===== src/rtl/div_pkg.sv =====
`default_nettype none
// ============================================================================
// Module      : div_pkg
// Description : Shared types and helpers for the iterative unsigned divider.
// Revision    : 1.0  initial release
// ============================================================================
package div_pkg;

    localparam int DIV_WIDTH_DEFAULT = 32;

    typedef enum logic [1:0] {
        IDLE = 2'd0,
        RUN  = 2'd1,
        DONE = 2'd2
    } div_state_t;

    // Iteration counter must hold the value WIDTH itself.
    function automatic int div_cnt_width(input int width);
        return $clog2(width + 1);
    endfunction

endpackage
`default_nettype wire


===== src/rtl/div_step.sv =====
`default_nettype none
// ============================================================================
// Module      : div_step
// Description : One combinational restoring shift-subtract division step.
// Revision    : 1.0  initial release
// ============================================================================
module div_step #(
    parameter int WIDTH = 32
) (
    input  logic [WIDTH-1:0] i_rem,
    input  logic             i_dividend_msb,
    input  logic [WIDTH-1:0] i_divisor,
    output logic [WIDTH-1:0] o_rem,
    output logic             o_q_bit
);

    logic [WIDTH:0]   w_shift;
    logic [WIDTH-1:0] w_diff;

    assign w_shift = {i_rem, i_dividend_msb};
    assign o_q_bit = (w_shift >= {1'b0, i_divisor});
    // Only taken when w_shift >= divisor, so the difference fits in WIDTH bits.
    assign w_diff  = w_shift[WIDTH-1:0] - i_divisor;
    assign o_rem   = o_q_bit ? w_diff : w_shift[WIDTH-1:0];

endmodule
`default_nettype wire


===== src/rtl/divider_iterative.sv =====
`default_nettype none
// ============================================================================
// Module      : divider_iterative
// Description : Sequential unsigned restoring divider, one quotient bit/clock.
// Revision    : 1.0  initial release
// ============================================================================
module divider_iterative
    import div_pkg::*;
#(
    parameter int WIDTH = DIV_WIDTH_DEFAULT
) (
    input  logic             clk,
    input  logic             reset,
    input  logic             valid_in,
    input  logic [WIDTH-1:0] a,
    input  logic [WIDTH-1:0] b,
    output logic             ready_out,
    output logic             valid_out,
    output logic [WIDTH-1:0] q,
    output logic [WIDTH-1:0] r,
    output logic             div_by_zero
);

    localparam int CNT_W = div_cnt_width(WIDTH);

    div_state_t       r_state;
    div_state_t       w_state_next;
    logic [WIDTH-1:0] r_dividend;
    logic [WIDTH-1:0] r_divisor;
    // A restored remainder is always below the divisor, so its extra MSB
    // would be constant zero; the step widens it transiently instead.
    logic [WIDTH-1:0] r_rem;
    logic [CNT_W-1:0] r_cnt;
    logic             r_dbz_pend;
    logic [WIDTH-1:0] r_q;
    logic [WIDTH-1:0] r_r;
    logic             r_dbz;
    logic [WIDTH-1:0] w_rem_next;
    logic             w_q_bit;
    logic             w_last;

    div_step #(
        .WIDTH          (WIDTH)
    ) u_div_step (
        .i_rem          (r_rem),
        .i_dividend_msb (r_dividend[WIDTH-1]),
        .i_divisor      (r_divisor),
        .o_rem          (w_rem_next),
        .o_q_bit        (w_q_bit)
    );

    assign w_last = (r_cnt == CNT_W'(1));

    always_ff @(posedge clk) begin
        if (reset) begin
            r_state <= IDLE;
        end else begin
            r_state <= w_state_next;
        end
    end

    always_comb begin
        w_state_next = r_state;
        ready_out    = 1'b0;
        valid_out    = 1'b0;
        case (r_state)
            IDLE: begin
                ready_out = 1'b1;
                if (valid_in) begin
                    w_state_next = RUN;
                end
            end
            RUN: begin
                if (w_last) begin
                    w_state_next = DONE;
                end
            end
            DONE: begin
                valid_out    = 1'b1;
                w_state_next = IDLE;
            end
            default: w_state_next = IDLE;
        endcase
    end

    // The dividend register doubles as the quotient shift register.
    always_ff @(posedge clk) begin
        if (reset) begin
            r_dividend <= '0;
            r_divisor  <= '0;
            r_rem      <= '0;
            r_cnt      <= '0;
            r_dbz_pend <= 1'b0;
            r_q        <= '0;
            r_r        <= '0;
            r_dbz      <= 1'b0;
        end else begin
            case (r_state)
                IDLE: begin
                    if (valid_in) begin
                        r_dividend <= a;
                        r_divisor  <= b;
                        r_rem      <= '0;
                        r_cnt      <= CNT_W'(WIDTH);
                        r_dbz_pend <= (b == '0);
                    end
                end
                RUN: begin
                    r_rem      <= w_rem_next;
                    r_dividend <= {r_dividend[WIDTH-2:0], w_q_bit};
                    r_cnt      <= r_cnt - CNT_W'(1);
                    if (w_last) begin
                        r_q   <= {r_dividend[WIDTH-2:0], w_q_bit};
                        r_r   <= w_rem_next;
                        r_dbz <= r_dbz_pend;
                    end
                end
                default: begin
                end
            endcase
        end
    end

    assign q           = r_q;
    assign r           = r_r;
    assign div_by_zero = r_dbz;

endmodule
`default_nettype wire


===== config.mk =====
export PLATFORM = sky130hd
export DESIGN_NAME = divider_iterative
export DESIGN_NICKNAME = d
export VERILOG_FILES = /design/src/rtl/div_pkg.sv /design/src/rtl/div_step.sv /design/src/rtl/divider_iterative.sv
export SDC_FILE = /design/constraint.sdc
export NUM_CORES = 1
export LEC_CHECK = 0
export BUFFER_PORTS_ARGS = -buffer_cell sky130_fd_sc_hd__buf_2
export CORE_MARGIN = 4
export CORE_UTILIZATION = 61
export CTS_CLUSTER_DIAMETER = 30
export CTS_CLUSTER_SIZE = 20
export DETAILED_ROUTE_END_ITERATION = 7
export PLACE_DENSITY = 0.85
export SYNTH_ARGS = -nofsm -noshare
export SYNTH_HDL_FRONTEND = slang
export SYNTH_SLANG_ARGS = --single-unit

===== constraint.sdc =====
create_clock -name clk -period 4.3 [get_ports clk]
set_input_delay 0.43 -clock clk [delete_from_list [all_inputs] [get_ports clk]]
set_output_delay 0.43 -clock clk [all_outputs]
set_load 0.02 [all_outputs]

Word level (Yosys, flattened, before mapping)
Index checks and enable logic that the tools add are counted.
{"block": "totals", "register_bits": 170, "input_bits": 67}
{"block": "op_classes", "addsub": 2, "n_lt_le_gt_ge": 1, "eq_ne": 5, "muxes": 12, "n_reduce_logical": 7}
{"cell": "case mux 32 bit (2 select lines)", "n": 2}
{"cell": "2-to-1 mux 32 bit", "n": 3}
{"cell": ">= comparator 33 x 32 -> 1 bit", "n": 1}
{"cell": "logical NOT 32 bit", "n": 1}
{"cell": "subtractor 32 bit", "n": 1}
{"cell": "case mux 6 bit (2 select lines)", "n": 1}
{"cell": "AND reduction 2 bit", "n": 4}
{"cell": "== test 6 x 1 -> 1 bit (second input constant)", "n": 1}
{"cell": "2-to-1 mux 6 bit", "n": 1}
{"cell": "subtractor 6 x 1 -> 6 bit (second input constant)", "n": 1}
{"cell": "2-to-1 mux 2 bit", "n": 2}
{"cell": "!= test 2 bit (second input constant)", "n": 2}
{"cell": "case mux 2 bit (2 select lines)", "n": 1}
{"cell": "== test 2 x 1 -> 1 bit (second input constant)", "n": 1}
{"cell": "== test 2 bit (second input constant)", "n": 1}
{"cell": "logical NOT 2 bit", "n": 1}
{"cell": "2-to-1 mux 1 bit", "n": 2}
{"cell": "nonzero test 2 bit", "n": 1}

Logic depth before layout (Yosys ltp)
Gate-level depths: netlist (run 1).
{"block": "depth", "depth_word": 3, "ltp_mapped": 14, "mapped_depth_nobuf": 13}

Hierarchy
Synthesis (run 1) repeated with hierarchy kept, for this count alone.
{"block": "hier_totals", "cells_unflattened": 958, "area_unflattened_um2": 8391.8}
{"mod": "divider_iterative", "n_inst": 1, "cells_each": 635, "area_per_inst_um2": 6060.8, "seq_area_each_um2": 3403.3}
{"mod": "div_step", "n_inst": 1, "cells_each": 323, "area_per_inst_um2": 2331.0, "seq_area_each_um2": 0.0}

Least setup slack after synthesis (run 1)
Ideal clock, no wire load.
{"block": "synth_path", "path_type": "register -> register", "start": "register r_dividend[31]", "end": "register r_r[20] (netlist: r[20])", "setup_ps": 86, "arrival_time_ps": 2665, "t_required_ps": 4214, "path_slack_ps": 1550, "stages_incl_launch_ff": 14, "n_path_buf": 0, "cell_sequence": "dfxtp_1 -> inv_1 -> ha_1 -> inv_1 -> fa_1 -> a211oi_1 -> o21ai_1 -> a31o_2 -> a21oi_1 -> o31ai_2 -> a211oi_1 -> xnor2_1 -> mux2i_1 -> a211oi_1"}
{"block": "synth_via", "elab_chain_len": 2}
{"element": "start, declared", "line_no": "divider_iterative.sv:28", "source": "logic [WIDTH-1:0] r_dividend;"}
{"element": "start signal, assigned", "line_no": "divider_iterative.sv:110", "source": "r_dividend <= {r_dividend[WIDTH-2:0], w_q_bit};"}
{"element": "subtractor 32 bit / >= comparator 33 x 32 -> 1 bit (equally long branches)", "line_no": "div_step.sv:23, div_step.sv:21"}
{"element": "2-to-1 mux 32 bit (*)", "line_no": "div_step.sv:24", "source": "assign o_rem = o_q_bit ? w_diff : w_shift[WIDTH-1:0];"}
{"element": "end signal, assigned", "line_no": "divider_iterative.sv:114", "source": "r_r <= w_rem_next;"}
{"element": "end, declared", "line_no": "divider_iterative.sv:36", "source": "logic [WIDTH-1:0] r_r;"}
Mark *: on every way between the ends. The rest lies on a longest branch, timed or not.
A chain may end at the register's enable or synchronous reset.

Final worst setup path (run 1)
{"block": "layout_path", "start": "register r_divisor[6]", "end": "register r_r[14] (netlist: r[14])"}
{"block": "layout_via", "elab_chain_len": 2}
{"element": "start, declared", "line_no": "divider_iterative.sv:29", "source": "logic [WIDTH-1:0] r_divisor;"}
{"element": "start signal, assigned", "line_no": "divider_iterative.sv:90", "source": "r_divisor <= '0;"}
{"element": "start signal, assigned", "line_no": "divider_iterative.sv:102", "source": "r_divisor <= b;"}
{"element": "subtractor 32 bit / >= comparator 33 x 32 -> 1 bit (equally long branches)", "line_no": "div_step.sv:23, div_step.sv:21"}
{"element": "2-to-1 mux 32 bit (*)", "line_no": "div_step.sv:24"}
Marks and branches as above.

==> results.ini, run 1 <==
[run_status]
status=finished clean

[floorplan]
die_area_sq_um=15700
fp-row-count=42
die_w_um=125
die_h_um=125
initial_core_util=0.629
ios=134
core_sq_um=13300

[drt]
vias_per_cell=5.82
drtAntennaViolNets=0
wl_um=21600
num_vias=7807
drt_first_pass_iters=7
drt_iter0_drc=602
drc=0
wl_per_cell_um=16.1

[cells_and_area]
insertedDiodeCount=0
drive_above_1_share=0.168
num-nets-final=1255
area_growth_syn_to_layout_pct=14.8
final.fill_count=1080

[critical_path]
r2r_slack_ns=1.03
path_class=reg -> reg
crit_slowest_cell=a21boi_1
path_cells=inv_1, ha_1, a211o_1, a21oi_2, o22ai_2, a31oi_4, a21oi_2, a21boi_1, nor2_1, or3_1, a21oi_1
r2r-start=r_divisor[6]
arrival_ns=3.62
worst_setup_path_end_kind=flip-flop
crit_top_cell=a21oi_2
rr_worst_depth=11
cp_num_buf_inv=1
worstSetupStartpoint=r_divisor[6]
path_delay_family=compound AO/OA/AOI/OAI gates
cp_max_fo=11
cp_num_cells=11
slowest_delay_ns=0.72
crit_end=r[14]
rr_endpoint=r[14]
cp_data_required_time_ns=4.66
startpoint_type=flip-flop

[logic_synthesis]
yosys.cell_count.top_type=nand2_1
synthDistinctLibCells=67
syn-num-nets=1162
syn-mean-instance-area_sq_um=7.92
ys_async_sr_fraction=0
yosysSeqAreaShare=0.405
ys.flop_type=dfxtp_1
synth_area_leaders=dfxtp_1 41%, nand2_1 11%, a21oi_1 7.7%
synth-seq-cells=170
netlist_instances=1060
yosysTopAreaCellShare=0.405
yosys_warnings=0
synth_common_cells=239 x nand2_1, 170 x dfxtp_1, 129 x a21oi_1, 68 x nor2_1, 48 x o21ai_1
syn_area_sq_um=8390
synth-edff-count=0
yosys.area.top_type=dfxtp_1

[power]
p_per_area_nw_per_um2=623
power_w=0.00600
ir_drop_uv=428
p_leak_nw=3.95

[global_routing]
grt_util_all_layers=0.275
overflow=0
grt_pass1_wl_um=36200
antenna_found_initial=0
grt_max_degree=81
grt_pass1_vias=7574

[clocking]
clock_path_buffers=2
cts_sinks=170
postCtsHoldBufs=0
cts_setup_buffers=0
cts_root_buf=clkbuf_16
path_clk_slew_ns=0.07
htreeDepth=4
cts_buffers=17
cts_tree=done
ctsResizeCount=0
clk_latency_ns=0.43

[job]
cap_violations=0

[placed_design]
port_buffers=133
gp_congestion=0.919
hpwl_um=15000
dp_slack_ns=1.09

[timing]
fin_ws_ns=1.03
rsz0062_at_grt=false
hold_viol=0
finalSetupViolations=0
fin_crit_sh=0.760
relSlewSlack=0.293
slew_viol_final=0
tns_ns=0
min_period_ns=3.27
tightest_slew_ns=1.06
max_freq_mhz=306
skew_ns=0.0116

[worst_hold_path]
holdCritPathClass=in -> reg

stage by stage:
step / utilization / cells / area (sq um) / hold WS, ns
after global routing: 0.722 / 1342 / 9630 / 0.244
after floorplan: - / 1060 / 8390 / 0.432
after global placement: 0.677 / 1310 / 9040 / 0.440
after CTS: 0.722 / 1342 / 9630 / 0.236
after detailed placement: 0.677 / 1310 / 9040 / 0.446
final: 0.722 / 1342 / 9630 / 0.242
power breakdown:
| group | switching (W) | internal (W) |
|---|---|---|
| logic | 0.00162 | 0.00105 |
| clock network | 0.000669 | 0.000872 |
| registers | 0.0000926 | 0.00170 |
logic make-up after synthesis:
logic type | after synthesis | share of synthesized area
and+or+nand+nor | 385 | 0.196
AOI/OAI and AO/OA | 319 | 0.239
DFF | 170 | 0.405
buffers and inverters | 109 | 0.0596
adders and majority gates | 35 | 0.0531
xor gates and xnor gates | 24 | 0.0250
muxes | 18 | 0.0216
placed cells by master (no fill, tap or decap), types with 12 or more instances in the layout:
cell and count:
nand2_1 239, dfxtp_1 170, buf_2 132, a21oi_1 129, nor2_1 66, o21ai_1 48, inv_1 39, ha_1 34
a22oi_1 33, a211oi_1 31, mux2i_1 17, clkbuf_16 17, nor4_1 13, nand4_1 12, xor2_1 12, xnor2_1 12
o21ai_0 12
state kept, by name, summed over array words and instances, names as in the netlist:
register,flops
r,32
r_state,2
div_by_zero,1
r_cnt,6
r_dividend,32
r_dbz_pend,1
q,32
r_divisor,32
r_rem,32
worst register-to-register path, delay by kind of cell, from the launching register on:
family / cells / cell delay, ns
AO/OA/AOI/OAI: 7 / 1.85
AND/OR/NAND/NOR: 2 / 0.54
adder cells (fa/ha/maj): 1 / 0.38
flip-flops: 1 / 0.35
buffers and inverters: 1 / 0.06
how the worst min path moves through the flow:
| stage | startpoint | endpoint | slack [ns] | cells past startpoint |
|---|---|---|---|---|
| after CTS | b[11] | r_divisor[11] | 0.24 | 3 |
| after global routing | b[8] | r_divisor[8] | 0.24 | 3 |
| final | b[8] | r_divisor[8] | 0.24 | 3 |
| after floorplan | r_dbz_pend | div_by_zero | 0.43 | 2 |
| after detailed placement | q[25] | q[25] | 0.45 | 2 |
| after global placement | q[31] | q[31] | 0.44 | 2 |
layer usage:
layer | part of all wire | track usage | routed length, um | vias to the layer above
met5 | 0 | 0 | 0 | -
met4 | 0.016 | 0.0893 | 341 | 0
met3 | 0.067 | 0.0618 | 1440 | 28
met2 | 0.49 | 0.462 | 10600 | 242
met1 | 0.43 | 0.351 | 9200 | 3671
li1 | - | - | - | 3866
layout make-up:
class                           count  area, sq um  share of cell area
Inverter                           39          146              0.0152
Multi-Input combinational cell    781         4510               0.468
Timing Repair Buffer              144          763              0.0792
Tap cell                          176          220              0.0229
Clock buffer                       19          433              0.0449
Clock inverter                     13          159              0.0165
Sequential cell                   170         3400               0.353
Power figures use the tool's default switching activity.
==> inputs of run 2 (changes only) <==
--- a/config.mk
+++ b/config.mk
@@ -5,13 +5,14 @@
 export SDC_FILE = /design/constraint.sdc
 export NUM_CORES = 1
 export LEC_CHECK = 0
+export ABC_AREA = 1
 export BUFFER_PORTS_ARGS = -buffer_cell sky130_fd_sc_hd__buf_2
 export CORE_MARGIN = 4
-export CORE_UTILIZATION = 61
+export CORE_UTILIZATION = 58
 export CTS_CLUSTER_DIAMETER = 30
 export CTS_CLUSTER_SIZE = 20
 export DETAILED_ROUTE_END_ITERATION = 7
-export PLACE_DENSITY = 0.85
+export PLACE_DENSITY = 0.81
 export SYNTH_ARGS = -nofsm -noshare
 export SYNTH_HDL_FRONTEND = slang
 export SYNTH_SLANG_ARGS = --single-unit
==> constraint.sdc (replaced) <==
create_clock -name clk -period 3.2 [get_ports clk]
set_input_delay 0.32 -clock clk [delete_from_list [all_inputs] [get_ports clk]]
set_output_delay 0.32 -clock clk [all_outputs]
set_load 0.02 [all_outputs]
==> run 2 against run 1 <==
Register-to-register slack got worse by 0.61 ns. Die area is 16% higher. Via count increased by 20%. Count of clock-buffer cells in the layout down 1. Total power rose by 11%. Cell count grew 30%. Core utilization is 4.6 points lower. Largest cell class unchanged.
==> results.ini, run 2 <==
[run_status]
status=finished clean  ; unchanged

[drt]
vias_per_cell=5.37  ; was 5.82
drc=0  ; unchanged
num_vias=9365  ; was 7807
wl_per_cell_um=14.8  ; was 16.1 um
drt_iter0_drc=826  ; was 602
drt_first_pass_iters=5  ; was 7
drtAntennaViolNets=0  ; unchanged
wl_um=25800  ; was 21600 um

[clocking]
cts_tree=done  ; unchanged
path_clk_slew_ns=0.07  ; about the same
ctsResizeCount=0  ; unchanged
postCtsHoldBufs=0  ; unchanged
cts_sinks=170  ; unchanged
cts_setup_buffers=0  ; unchanged
cts_buffers=17  ; unchanged
htreeDepth=4  ; unchanged
clk_latency_ns=0.44  ; was 0.43 ns
clock_path_buffers=2  ; unchanged
cts_root_buf=clkbuf_16  ; unchanged

[power]
combinationalPowerShare=0.334  ; was 0.445
p_clk_frac=0.316  ; was 0.257
p_per_area_nw_per_um2=619  ; was 623 nW/um^2
switching_share=0.392  ; was 0.397
p_seq_frac=0.350  ; was 0.298
internal_power_w=0.00404  ; was 0.00362 W
ir_drop_uv=417  ; was 428 uV
p_leak_nw=5.30  ; was 3.95 nW
switchingPower_w=0.00260  ; was 0.00238 W

[critical_path]
path_class=reg -> reg  ; unchanged
worst_setup_path_end_kind=flip-flop  ; unchanged
rr_worst_depth=17  ; was 11
startpoint_type=flip-flop  ; unchanged
cp_data_required_time_ns=3.56  ; was 4.66 ns
cp_max_fo=34  ; was 11
arrival_ns=3.14  ; was 3.62 ns

[logic_synthesis]
syn-mean-instance-area_sq_um=6.63  ; was 7.92 sq um
yosysSeqAreaShare=0.363  ; was 0.405
yosys.cell_count.top_type=nand2_1  ; unchanged
yosys_warnings=0  ; unchanged
netlist_instances=1415  ; was 1060
yosysTopAreaCellShare=0.363  ; was 0.405
syn-num-nets=1517  ; was 1162
synthDistinctLibCells=42  ; was 67
syn_area_sq_um=9380  ; was 8390 sq um
yosys.area.top_type=dfxtp_1  ; unchanged
synth-edff-count=0  ; unchanged
synth_common_cells=383 x nand2_1, 210 x inv_1, 170 x dfxtp_1, 125 x nor2_1, 94 x nand3_1  ; was 239 x nand2_1, 170 x dfxtp_1, 129 x a21oi_1, 68 x nor2_1, 48 x o21ai_1
synth-seq-cells=170  ; unchanged
ys.flop_type=dfxtp_1  ; unchanged
synth_area_leaders=dfxtp_1 36%, nand2_1 15%, inv_1 8.4%  ; was dfxtp_1 41%, nand2_1 11%, a21oi_1 7.7%
ys_async_sr_fraction=0  ; unchanged

[timing]
skew_ns=0.0106  ; was 0.0116 ns
finalSetupViolations=0  ; unchanged
tightest_slew_ns=0.995  ; was 1.06 ns
rsz0062_at_grt=false  ; unchanged
max_freq_mhz=360  ; was 306 MHz
hold_viol=0  ; unchanged
relSlewSlack=0.337  ; was 0.293
tns_ns=0  ; unchanged
min_period_ns=2.78  ; was 3.27 ns
fin_crit_sh=0.868  ; was 0.760
slew_viol_final=0  ; unchanged
fin_ws_ns=0.422  ; was 1.03 ns

[cells_and_area]
num-nets-final=1618  ; was 1255
layout_common_cells=382 x nand2_1, 210 x inv_1, 170 x dfxtp_1  ; was 239 x nand2_1, 170 x dfxtp_1, 132 x buf_2
final_area_sq_um=10700  ; was 9630 sq um
area_growth_syn_to_layout_pct=14.4  ; was 14.8%
insertedDiodeCount=0  ; unchanged
final.fill_count=1454  ; was 1080
final_common_cell=nand2_1  ; unchanged
fin_util=0.675  ; was 0.722
drive_above_1_share=0.156  ; was 0.168

[floorplan]
die_w_um=135  ; was 125 um
fp-row-count=46  ; was 42
core_sq_um=15900  ; was 13300 sq um
ios=134  ; unchanged
die_area_sq_um=18300  ; was 15700 sq um
initial_core_util=0.591  ; was 0.629
die_h_um=135  ; was 125 um

[global_routing]
grt_pass1_wl_um=42100  ; was 36200 um
grt_util_all_layers=0.282  ; was 0.275
antenna_found_initial=0  ; unchanged
overflow=0  ; unchanged
grt_max_degree=81  ; unchanged
grt_pass1_vias=8557  ; was 7574

[job]
cap_violations=0  ; unchanged

[placed_design]
gp_congestion=1.03  ; was 0.919
port_buffers=133  ; unchanged
dp_slack_ns=0.502  ; was 1.09 ns
hpwl_um=18400  ; was 15000 um
placed_area_sq_um=10100  ; was 9040 sq um

[worst_hold_path]
holdCritPathClass=in -> reg  ; unchanged
holdPathStages=3  ; unchanged

==> run 2: through the flow <==
step	cells	power [W]	hold WS (ns)
floorplan	1415	0.00406	0.435
global placement	1713	0.00451	0.451
detailed placement	1713	0.00454	0.456
CTS	1745	0.00663	0.115
global route	1745	0.00704	0.121
finish	1745	0.00664	0.120
==> run 2: cells by family after synthesis <==
group,after synthesis,synth area share
buf+inv,284,0.120
xor+xnor,15,0.0140
compound gates,234,0.144
flops,170,0.363
fa+ha+maj,35,0.0475
simple gates,677,0.313
==> run 2: final timing paths <==
path                                    start             to  slack, ns
worst max-delay path             r_divisor[6]       r_rem[6]       0.42
worst min-delay path                     a[7]  r_dividend[7]       0.12
worst min register to register  r_divisor[25]  r_divisor[25]       0.47
worst max register to register   r_divisor[6]       r_rem[6]       0.42
==> run 2: power by group through the flow <==
stage | combinational (W) | sequential [W] | clock [W]
after floorplan | 0.00169 | 0.00238 | 0
after global placement | 0.00214 | 0.00237 | 0
after detailed placement | 0.00217 | 0.00237 | 0
after CTS | 0.00219 | 0.00232 | 0.00212
after global routing | 0.00249 | 0.00234 | 0.00221
final | 0.00222 | 0.00233 | 0.00210
==> run 2: layer usage <==
metal / wire, um / vias up / track usage
li1: - / 4715 / -
met1: 12100 / 4345 / 0.401
met2: 11900 / 277 / 0.454
met3: 1460 / 28 / 0.0364
met4: 382 / 0 / 0.0784
met5: 0 / - / 0
==> run 2: area by class of cell <==
cell class | instances | area [sq um] | share of cell area
Multi-Input combinational cell | 961 | 4870 | 0.454
Sequential cell | 170 | 3400 | 0.317
Inverter | 222 | 836 | 0.0779
Timing Repair Buffer | 144 | 748 | 0.0697
Clock buffer | 18 | 429 | 0.0400
Tap cell | 216 | 270 | 0.0252
Clock inverter | 14 | 168 | 0.0156
==> run 2: critical path: stages, from the launching register on <==
cell and delay, ns:
dfxtp_1 0.31, inv_1 0.06, ha_1 0.35, nand2_1 0.09, nand2_1 0.08, nand2_1 0.07, nand2_1 0.11, inv_2 0.08
nand3_2 0.16, nand2_2 0.11, nand2_2 0.08, nand2_4 0.23, nand2_8 0.23, inv_4 0.30, nand2_1 0.12, nand2_1 0.07
nand2_1 0.07, a21oi_2 0.14
